`config.mk`:
```
export PLATFORM = sky130hd
export DESIGN_NAME = fetch_stage
export DESIGN_NICKNAME = d
export VERILOG_FILES = /design/src/rtl/fetch_stage.sv
export SDC_FILE = /design/constraint.sdc
export NUM_CORES = 1
export LEC_CHECK = 0
export ABC_AREA = 1
export CORE_ASPECT_RATIO = 1.4
export CORE_UTILIZATION = 56
export CTS_CLUSTER_DIAMETER = 100
export DETAILED_ROUTE_END_ITERATION = 8
export PLACE_DENSITY = 0.81
export SYNTH_ARGS = -nofsm -noshare
export SYNTH_HDL_FRONTEND = slang
export SYNTH_SLANG_ARGS = --single-unit
```
`constraint.sdc`:
```
create_clock -name clk -period 6 [get_ports clk]
set_input_delay 0.6 -clock clk [delete_from_list [all_inputs] [get_ports clk]]
set_output_delay 0.6 -clock clk [all_outputs]
set_load 0.02 [all_outputs]
```
`src/rtl/fetch_stage.sv`:
```
// Fetch stage: sequential PC generation, credit-limited in-order imem requests,
// a small instruction buffer feeding decode, and flush/redirect handling that
// discards responses still in flight when the redirect lands.
module fetch_stage #(
  parameter int               XLEN      = 32,
  parameter logic [XLEN-1:0]  RESET_PC  = '0,
  parameter int               BUF_DEPTH = 4
) (
  input  logic            clk,
  input  logic            rst_n,
  input  logic            redirect_valid,
  input  logic [XLEN-1:0] redirect_pc,
  output logic            imem_req_valid,
  input  logic            imem_req_ready,
  output logic [XLEN-1:0] imem_req_addr,
  input  logic            imem_rsp_valid,
  input  logic [XLEN-1:0] imem_rsp_data,
  output logic            dec_valid,
  input  logic            dec_ready,
  output logic [XLEN-1:0] dec_instr,
  output logic [XLEN-1:0] dec_pc,
  output logic [XLEN-1:0] dec_npc,
  output logic            err_spurious
);

  localparam int PW = $clog2(BUF_DEPTH);
  localparam int CW = PW + 1;

  logic [CW-1:0]   r_occ;
  logic [CW-1:0]   r_out;
  logic [CW-1:0]   r_drop;
  logic [XLEN-1:0] r_pc;
  logic [XLEN-1:0] r_rsp_pc;
  logic [PW-1:0]   r_head;
  logic [PW-1:0]   r_tail;
  logic            r_err;
  logic [XLEN-1:0] r_buf_instr [BUF_DEPTH];
  logic [XLEN-1:0] r_buf_pc    [BUF_DEPTH];

  logic            w_credit_ok;
  logic            w_req_fire;
  logic            w_rsp_fire;
  logic            w_keep;
  logic            w_pop;
  logic [XLEN-1:0] w_target;

  // Credits count both buffered entries and requests in flight, so a kept
  // response always has a free slot. Extra bit avoids any sum overflow.
  assign w_credit_ok = ({1'b0, r_occ} + {1'b0, r_out}) < (CW+1)'(BUF_DEPTH);

  // Held low during reset; gated by redirect so no stale request issues.
  assign imem_req_valid = rst_n & w_credit_ok & ~redirect_valid;
  assign imem_req_addr  = r_pc;

  assign w_req_fire = imem_req_valid & imem_req_ready;
  assign w_rsp_fire = imem_rsp_valid & (r_out != '0);
  // A response arriving in the redirect cycle belongs to the old stream.
  assign w_keep     = w_rsp_fire & (r_drop == '0) & ~redirect_valid;
  assign w_pop      = dec_valid & dec_ready & ~redirect_valid;

  // Low two bits of the redirect target are forced to zero.
  assign w_target = redirect_pc & {{(XLEN-2){1'b1}}, 2'b00};

  assign dec_valid    = (r_occ != '0);
  assign dec_instr    = r_buf_instr[r_head];
  assign dec_pc       = r_buf_pc[r_head];
  assign dec_npc      = r_buf_pc[r_head] + XLEN'(4);
  assign err_spurious = r_err;

  // Fetch PC and the PC that the next kept response belongs to.
  always_ff @(posedge clk or negedge rst_n) begin
    if (!rst_n) begin
      r_pc     <= RESET_PC;
      r_rsp_pc <= RESET_PC;
    end else if (redirect_valid) begin
      r_pc     <= w_target;
      r_rsp_pc <= w_target;
    end else begin
      if (w_req_fire) r_pc <= r_pc + XLEN'(4);
      if (w_keep)     r_rsp_pc <= r_rsp_pc + XLEN'(4);
    end
  end

  // Outstanding and drop counters; every response retires one outstanding
  // request, and on redirect everything still in flight becomes stale.
  always_ff @(posedge clk or negedge rst_n) begin
    if (!rst_n) begin
      r_out  <= '0;
      r_drop <= '0;
    end else begin
      r_out <= r_out + CW'(w_req_fire) - CW'(w_rsp_fire);
      if (redirect_valid)
        r_drop <= r_out - CW'(w_rsp_fire);
      else if (w_rsp_fire && (r_drop != '0))
        r_drop <= r_drop - CW'(1);
    end
  end

  // Buffer occupancy and ring pointers; redirect empties the buffer.
  always_ff @(posedge clk or negedge rst_n) begin
    if (!rst_n) begin
      r_occ  <= '0;
      r_head <= '0;
      r_tail <= '0;
    end else if (redirect_valid) begin
      r_occ  <= '0;
      r_head <= '0;
      r_tail <= '0;
    end else begin
      r_occ  <= r_occ + CW'(w_keep) - CW'(w_pop);
      if (w_keep) r_tail <= r_tail + PW'(1);
      if (w_pop)  r_head <= r_head + PW'(1);
    end
  end

  // Buffer storage; contents only matter where occupancy says they are valid.
  always_ff @(posedge clk) begin
    if (w_keep) begin
      r_buf_instr[r_tail] <= imem_rsp_data;
      r_buf_pc[r_tail]    <= r_rsp_pc;
    end
  end

  // Sticky flag for a response that arrives with nothing outstanding.
  always_ff @(posedge clk or negedge rst_n) begin
    if (!rst_n)
      r_err <= 1'b0;
    else if (imem_rsp_valid && (r_out == '0))
      r_err <= 1'b1;
  end

endmodule

```
* Word-level counts from Yosys, hierarchy flattened
Memories as Yosys holds them, arrays and structs flattened.
Index checks and enable logic that the tools add are counted.
** Cells by class
- Multipliers :: 0
- Equal/unequal tests :: 0
- Reductions and logical operators :: 11
- Divide/modulo/power cells :: 0
- Shift-type cells :: 0
- Add/sub/neg operators :: 12
- Order comparisons :: 1
- Bitwise logic cells :: 9
- Multiplexer cells :: 13
** Operators by type and width (count)
- $mux 32 :: 4
- $add 32x3->32 const B :: 3
- $mux 3 :: 3
- $reduce_bool 3->1 :: 3
- $sub 3x1->3 :: 3
- $and 1x1->1 :: 8
- $mux 2 :: 4
- $reduce_bool 2->1 :: 4
- $add 3x1->3 :: 2
- $logic_not 3->1 :: 2
- $add 2x1->2 const B :: 2
- $add 3x3->4 :: 1
- $lt 4x3->1 const B :: 1
- $sub 3x1->3 const B :: 1
- $logic_and 1x1->1 :: 2
- $mux 1 :: 2
- $not 1->1 :: 1
** Storage, ports and cells
- Memories :: 2
- Input port bits :: 70
- Bits in writable memories :: 256
- Word-level logic and storage cells :: 56
- Bits in latches :: 0
- Output and inout port bits :: 131
- Memory bits (read-only) :: 0
- Flip-flop bits (word level) :: 78
** Memory list
- r_buf_instr :: depth 4, width 32, read ports 1, clocked after memory_dff 0, wr ports 1, line 37 : logic [XLEN-1:0] r_buf_instr [BUF_DEPTH];
- r_buf_pc :: depth 4, width 32, read ports 1, clocked after memory_dff 0, wr ports 1, line 38 : logic [XLEN-1:0] r_buf_pc [BUF_DEPTH];

* Longest topological paths before layout
- Depth after elaboration :: 7
- Mapped depth :: 15

* Worst setup path after synthesis
No wires, ideal clock.
- Path kind :: reg-to-reg
- Start point :: register r_drop[0]
- End point :: memory r_buf_instr[0][0] (enable)
- Library setup time :: 0.482 ns
- Arrival :: 3.845 ns
- Clock period less this slack :: 4.328 ns
- Buffers on the path :: 0
- Stages on the path, launching flop included :: 9
- Slack :: 1.672 ns
- Required time :: 5.518 ns
- Path through :: dfrtp_1 inv_1 ha_1 inv_1 nor2_1 nand2_2 nor2_1 inv_1 nor2_1
** Between the ends
- Cells in the longest elaborated chain, start to end :: 5
** Ends and longest elaborated chain
- from (decl) :: line 31 : logic [CW-1:0] r_drop;
- from (signal assigned) :: line 93 : r_drop <= r_out - CW'(w_rsp_fire);
- from (signal assigned) :: line 95 : r_drop <= r_drop - CW'(1);
- $logic_not 3->1 :: line 58 : assign w_keep = w_rsp_fire & (r_drop == '0) & ~redirect_valid;
- $and 1x1->1 (2 in a row) :: line 58
- $mux 1 :: line 118 : if (w_keep) begin
- $mux 1 (implied by the code) :: line 119 : r_buf_instr[r_tail] <= imem_rsp_data;
- to (decl) :: line 37
Every way passes these cells.

* Worst setup path in the final report
- Start point :: register r_head[0]
- End point :: output dec_npc[22]
** Between the ends
- Cells in the longest elaborated chain, start to end :: 2
** Ends and longest elaborated chain
- from (decl) :: line 34 : logic [PW-1:0] r_head;
- from (signal assigned) :: line 112 : if (w_pop) r_head <= r_head + PW'(1);
- $mem_v2 4x32
- $add 32x3->32 :: line 67 : assign dec_npc = r_buf_pc[r_head] + XLEN'(4);
- to (decl) :: line 22 : output logic [XLEN-1:0] dec_npc,
Every way passes these cells.

==> load_flow_metrics.sql <==
INSERT INTO impl_metrics (metric_group, metric, value, unit) VALUES
('layout', 'multi_input_area', '5710', 'um^2'),
('layout', 'fillerInstances', '2080', ''),
('sta', 'maxSlewHeadroom', '0.352', ''),
('power', 'static-leakage-power', '7.55', 'nW'),
('sta', 'hold-worst-slack', '0.491', 'ns'),
('floorplan', 'core-area', '27700', 'um^2'),
('critical_path', 'crit_required', '5.40', 'ns'),
('placed_design', 'placed_cells', '2206', ''),
('synthesis', 'yosys-top-cells-area', 'edfxtp_1 47%, nand2_1 12%, dfrtp_1 12%, nor2_1 4.2%, nand3_1 3.7%', ''),
('floorplan', 'full_die_area', '29000', 'um^2'),
('layout', 'stdcell_count', '2261', ''),
('sta', 'worstMarginPinSlew', '0.972', 'ns'),
('placed_design', 'port-buffer-count', '192', ''),
('sta', 'finalMaxSlewViolations', '0', ''),
('grt', 'grt_start_max_net_pins', '126', ''),
('route', 'drt-total-wl', '39000', 'um'),
('sta', 'fin_crit_sh', '0.798', ''),
('placed_design', 'placement.cell_area', '18000', 'um^2'),
('synthesis', 'async_flop_share', '0.230', ''),
('synthesis', 'post_synth.cell_area_avg', '9.36', 'um^2'),
('critical_path', 'critPathArrivalTime', '4.19', 'ns'),
('layout', 'antenna_cells_inserted', '0', ''),
('sta', 'max_freq', '209', 'MHz'),
('floorplan', 'io_pins', '201', ''),
('min_path', 'holdCritPathClass', 'reg -> reg', ''),
('placed_design', 'gp_congestion', '0.919', ''),
('route', 'ant_nets', '0', ''),
('route', 'via_per_inst', '5.59', ''),
('critical_path', 'critical_path.startpoint_type', 'flop', ''),
('route', 'via_count', '12600', ''),
('sta', 'setup_tns', '0', 'ns'),
('sta', 'timing_hold_violations_final', '0', ''),
('layout', 'seqCellArea', '9300', 'um^2'),
('synthesis', 'ys_seq_elements', '322', ''),
('synthesis', 'synth_largest_type_area_fraction', '0.470', ''),
('cts', 'clock_tree.root_cell', 'clkbuf_16', ''),
('floorplan', 'placementRows', '72', ''),
('flow_run', 'maxCapViolCount', '0', ''),
('synthesis', 'yosys_warnings', '0', ''),
('sta', 'finClkSkew', '0.0198', 'ns'),
('cts', 'cts-htree-levels', '1', ''),
('sta', 'finalWorstPathRequiredPeriod', '4.79', 'ns'),
('synthesis', 'synth_area', '15900', 'um^2'),
('cts', 'postCtsResizedCells', '0', ''),
('grt', 'first_global_vias', '12200', ''),
('floorplan', 'die-width', '144', 'um'),
('cts', 'tritoncts', 'built', ''),
('floorplan', 'dieHeight', '201', 'um'),
('synthesis', 'synth_cells', '1695', ''),
('synthesis', 'synth-edff-count', '248', ''),
('critical_path', 'path_class', 'reg -> out', ''),
('sta', 'rsz0062_at_grt', 'false', ''),
('synthesis', 'commonest_cells_post_synth', '520 x nand2_1, 248 x edfxtp_1, 176 x nor2_1', ''),
('grt', 'global_route.overflow_total', '0', ''),
('cts', 'tritoncts_buffers', '29', ''),
('cts', 'clock-sinks', '322', ''),
('cts', 'cts_post_setup_buffers_inserted', '0', ''),
('layout', 'drive_above_1_share', '0.0751', ''),
('placed_design', 'post-dp-hpwl', '25600', 'um'),
('floorplan', 'initial_utilization', '0.572', ''),
('cts', 'ctsLongestPathBuffers', '3', ''),
('critical_path', 'critical_path.max_fanout', '125', ''),
('layout', 'areaGrowthSynthToFinish', '20.2', '%'),
('layout', 'design.final.nets', '1957', ''),
('power', 'worst_ir_drop_vdd', '0.252', 'mV'),
('cts', 'ctsHoldBuffers', '1', ''),
('grt', 'total_grt_usage', '0.273', ''),
('cts', 'skew_pair_late_insertion_delay', '0.57', 'ns'),
('min_path', 'worstHoldPathCells', '1', ''),
('power', 'power_per_cell_area', '404', 'nW/um^2'),
('synthesis', 'netlist.top_cell.by_area', 'edfxtp_1', ''),
('grt', 'antenna_found_initial', '0', ''),
('route', 'detail_route.first_pass.iterations', '6', ''),
('critical_path', 'critical_path.endpoint_type', 'primary output', ''),
('synthesis', 'synth.distinct_cells', '45', ''),
('cts', 'cts.reportedPaths.clkPinSlew', '0.06', 'ns'),
('synthesis', 'synthMostInstantiatedCell', 'nand2_1', ''),
('critical_path', 'r2r.worst_path.cells', '10', ''),
('grt', 'wire_length_of_the_first_global_routing_pass', '61500', 'um'),
('synthesis', 'postSynth.topFlopCell', 'edfxtp_1', ''),
('route', 'dr.first_iter.drc_count', '947', ''),
('route', 'drcViolationCount', '0', ''),
('sta', 'finalSetupViolations', '0', ''),
('synthesis', 'synth.yosys.seq_area_share', '0.586', ''),
('route', 'wl_per_cell', '17.3', 'um'),
('run_status', 'run_status', 'finished clean', ''),
('layout', 'design_area', '19100', 'um^2');
worst paths after layout:
path / start / endpoint / slack (ns)
max: r_head[0] / dec_npc[22] / 1.21
min: err_spurious / err_spurious / 0.49
max reg2reg: r_drop[0] / r_buf_pc[0][18] / 2.83
min reg2reg: err_spurious / err_spurious / 0.49
max in group asynchronous: rst_n / r_rsp_pc[6] / 4.44
min in group asynchronous: rst_n / r_rsp_pc[31] / 0.54
metrics by stage:
stage / total power [W] / setup WS, ns / util
final: 0.00771 / 1.21 / 0.687
after global placement: 0.00560 / 1.94 / 0.648
after global routing: 0.00810 / 0.955 / 0.687
after detailed placement: 0.00567 / 1.85 / 0.648
after CTS: 0.00773 / 1.23 / 0.687
after floorplan: 0.00459 / 1.67 / -
per-layer routing:
layer	share of wire	wire (um)	up-vias	track usage
met5	0	0	-	0
met4	0.030	1160	0	0.0989
met3	0.076	2980	83	0.0314
met2	0.52	20100	588	0.485
met1	0.38	14800	5949	0.338
li1	-	-	6011	-
flip-flops by register name, summed over array words and instances (netlist names):
name,cells
r_drop,3
r_rsp_pc,30
r_out,3
r_buf_pc,120
imem_req_addr,30
r_occ,3
err_spurious,1
r_head,2
r_buf_instr,128
r_tail,2
placed cells by master (no fill, tap or decap), drive strengths merged, types with 17 or more instances in the layout:
| cell | netlist | final |
|---|---|---|
| nor2 | 203 | 203 |
| ha | 17 | 17 |
| nand2 | 550 | 550 |
| clkbuf | 27 | 40 |
| nand4 | 18 | 18 |
| nand3 | 120 | 120 |
| o22ai | 32 | 32 |
| edfxtp | 248 | 248 |
| a21oi | 28 | 28 |
| o21ai | 100 | 100 |
| xor2 | 32 | 32 |
| clkdlybuf4s50 | 0 | 190 |
| o211ai | 21 | 21 |
| inv | 127 | 132 |
| dfrtp | 74 | 74 |
critical path: stages (launching register included):
cell             delay, ns
dfrtp_4               1.06
inv_8                 0.40
nand2_1               0.19
o211ai_1              0.11
nand2_1               0.16
ha_1                  0.22
nand2_1               0.08
nor2_1                0.15
nand2_2               0.14
nor2_4                0.19
nand3_1               0.09
nand2_1               0.08
clkdlybuf4s50_1       0.60
cell families after synthesis:
family / Yosys count / share of synthesized area
DFF: 322 / 0.586
buffers and inverters: 196 / 0.0566
muxes: 1 / 0.000710
other: 1 / 0.000236
xor gates and xnor gates: 39 / 0.0215
and+or+nand+nor: 919 / 0.247
adders and majority gates: 19 / 0.0159
AOI/OAI and AO/OA: 198 / 0.0715
final cells by class:
type                            instances  share of cell area
Sequential cell                       322               0.488
Multi-Input combinational cell       1182               0.300
Timing Repair Buffer                  205               0.106
Clock buffer                           40              0.0446
Inverter                              128              0.0256
Tap cell                              370              0.0243
Clock inverter                         14              0.0124
power by group:
part	internal (W)	switching (W)
registers	0.00262	0.000283
clock network	0.00122	0.000836
logic	0.00106	0.00169
total	0.00490	0.00281
No activity file was read; power rests on OpenSTA's default activity.
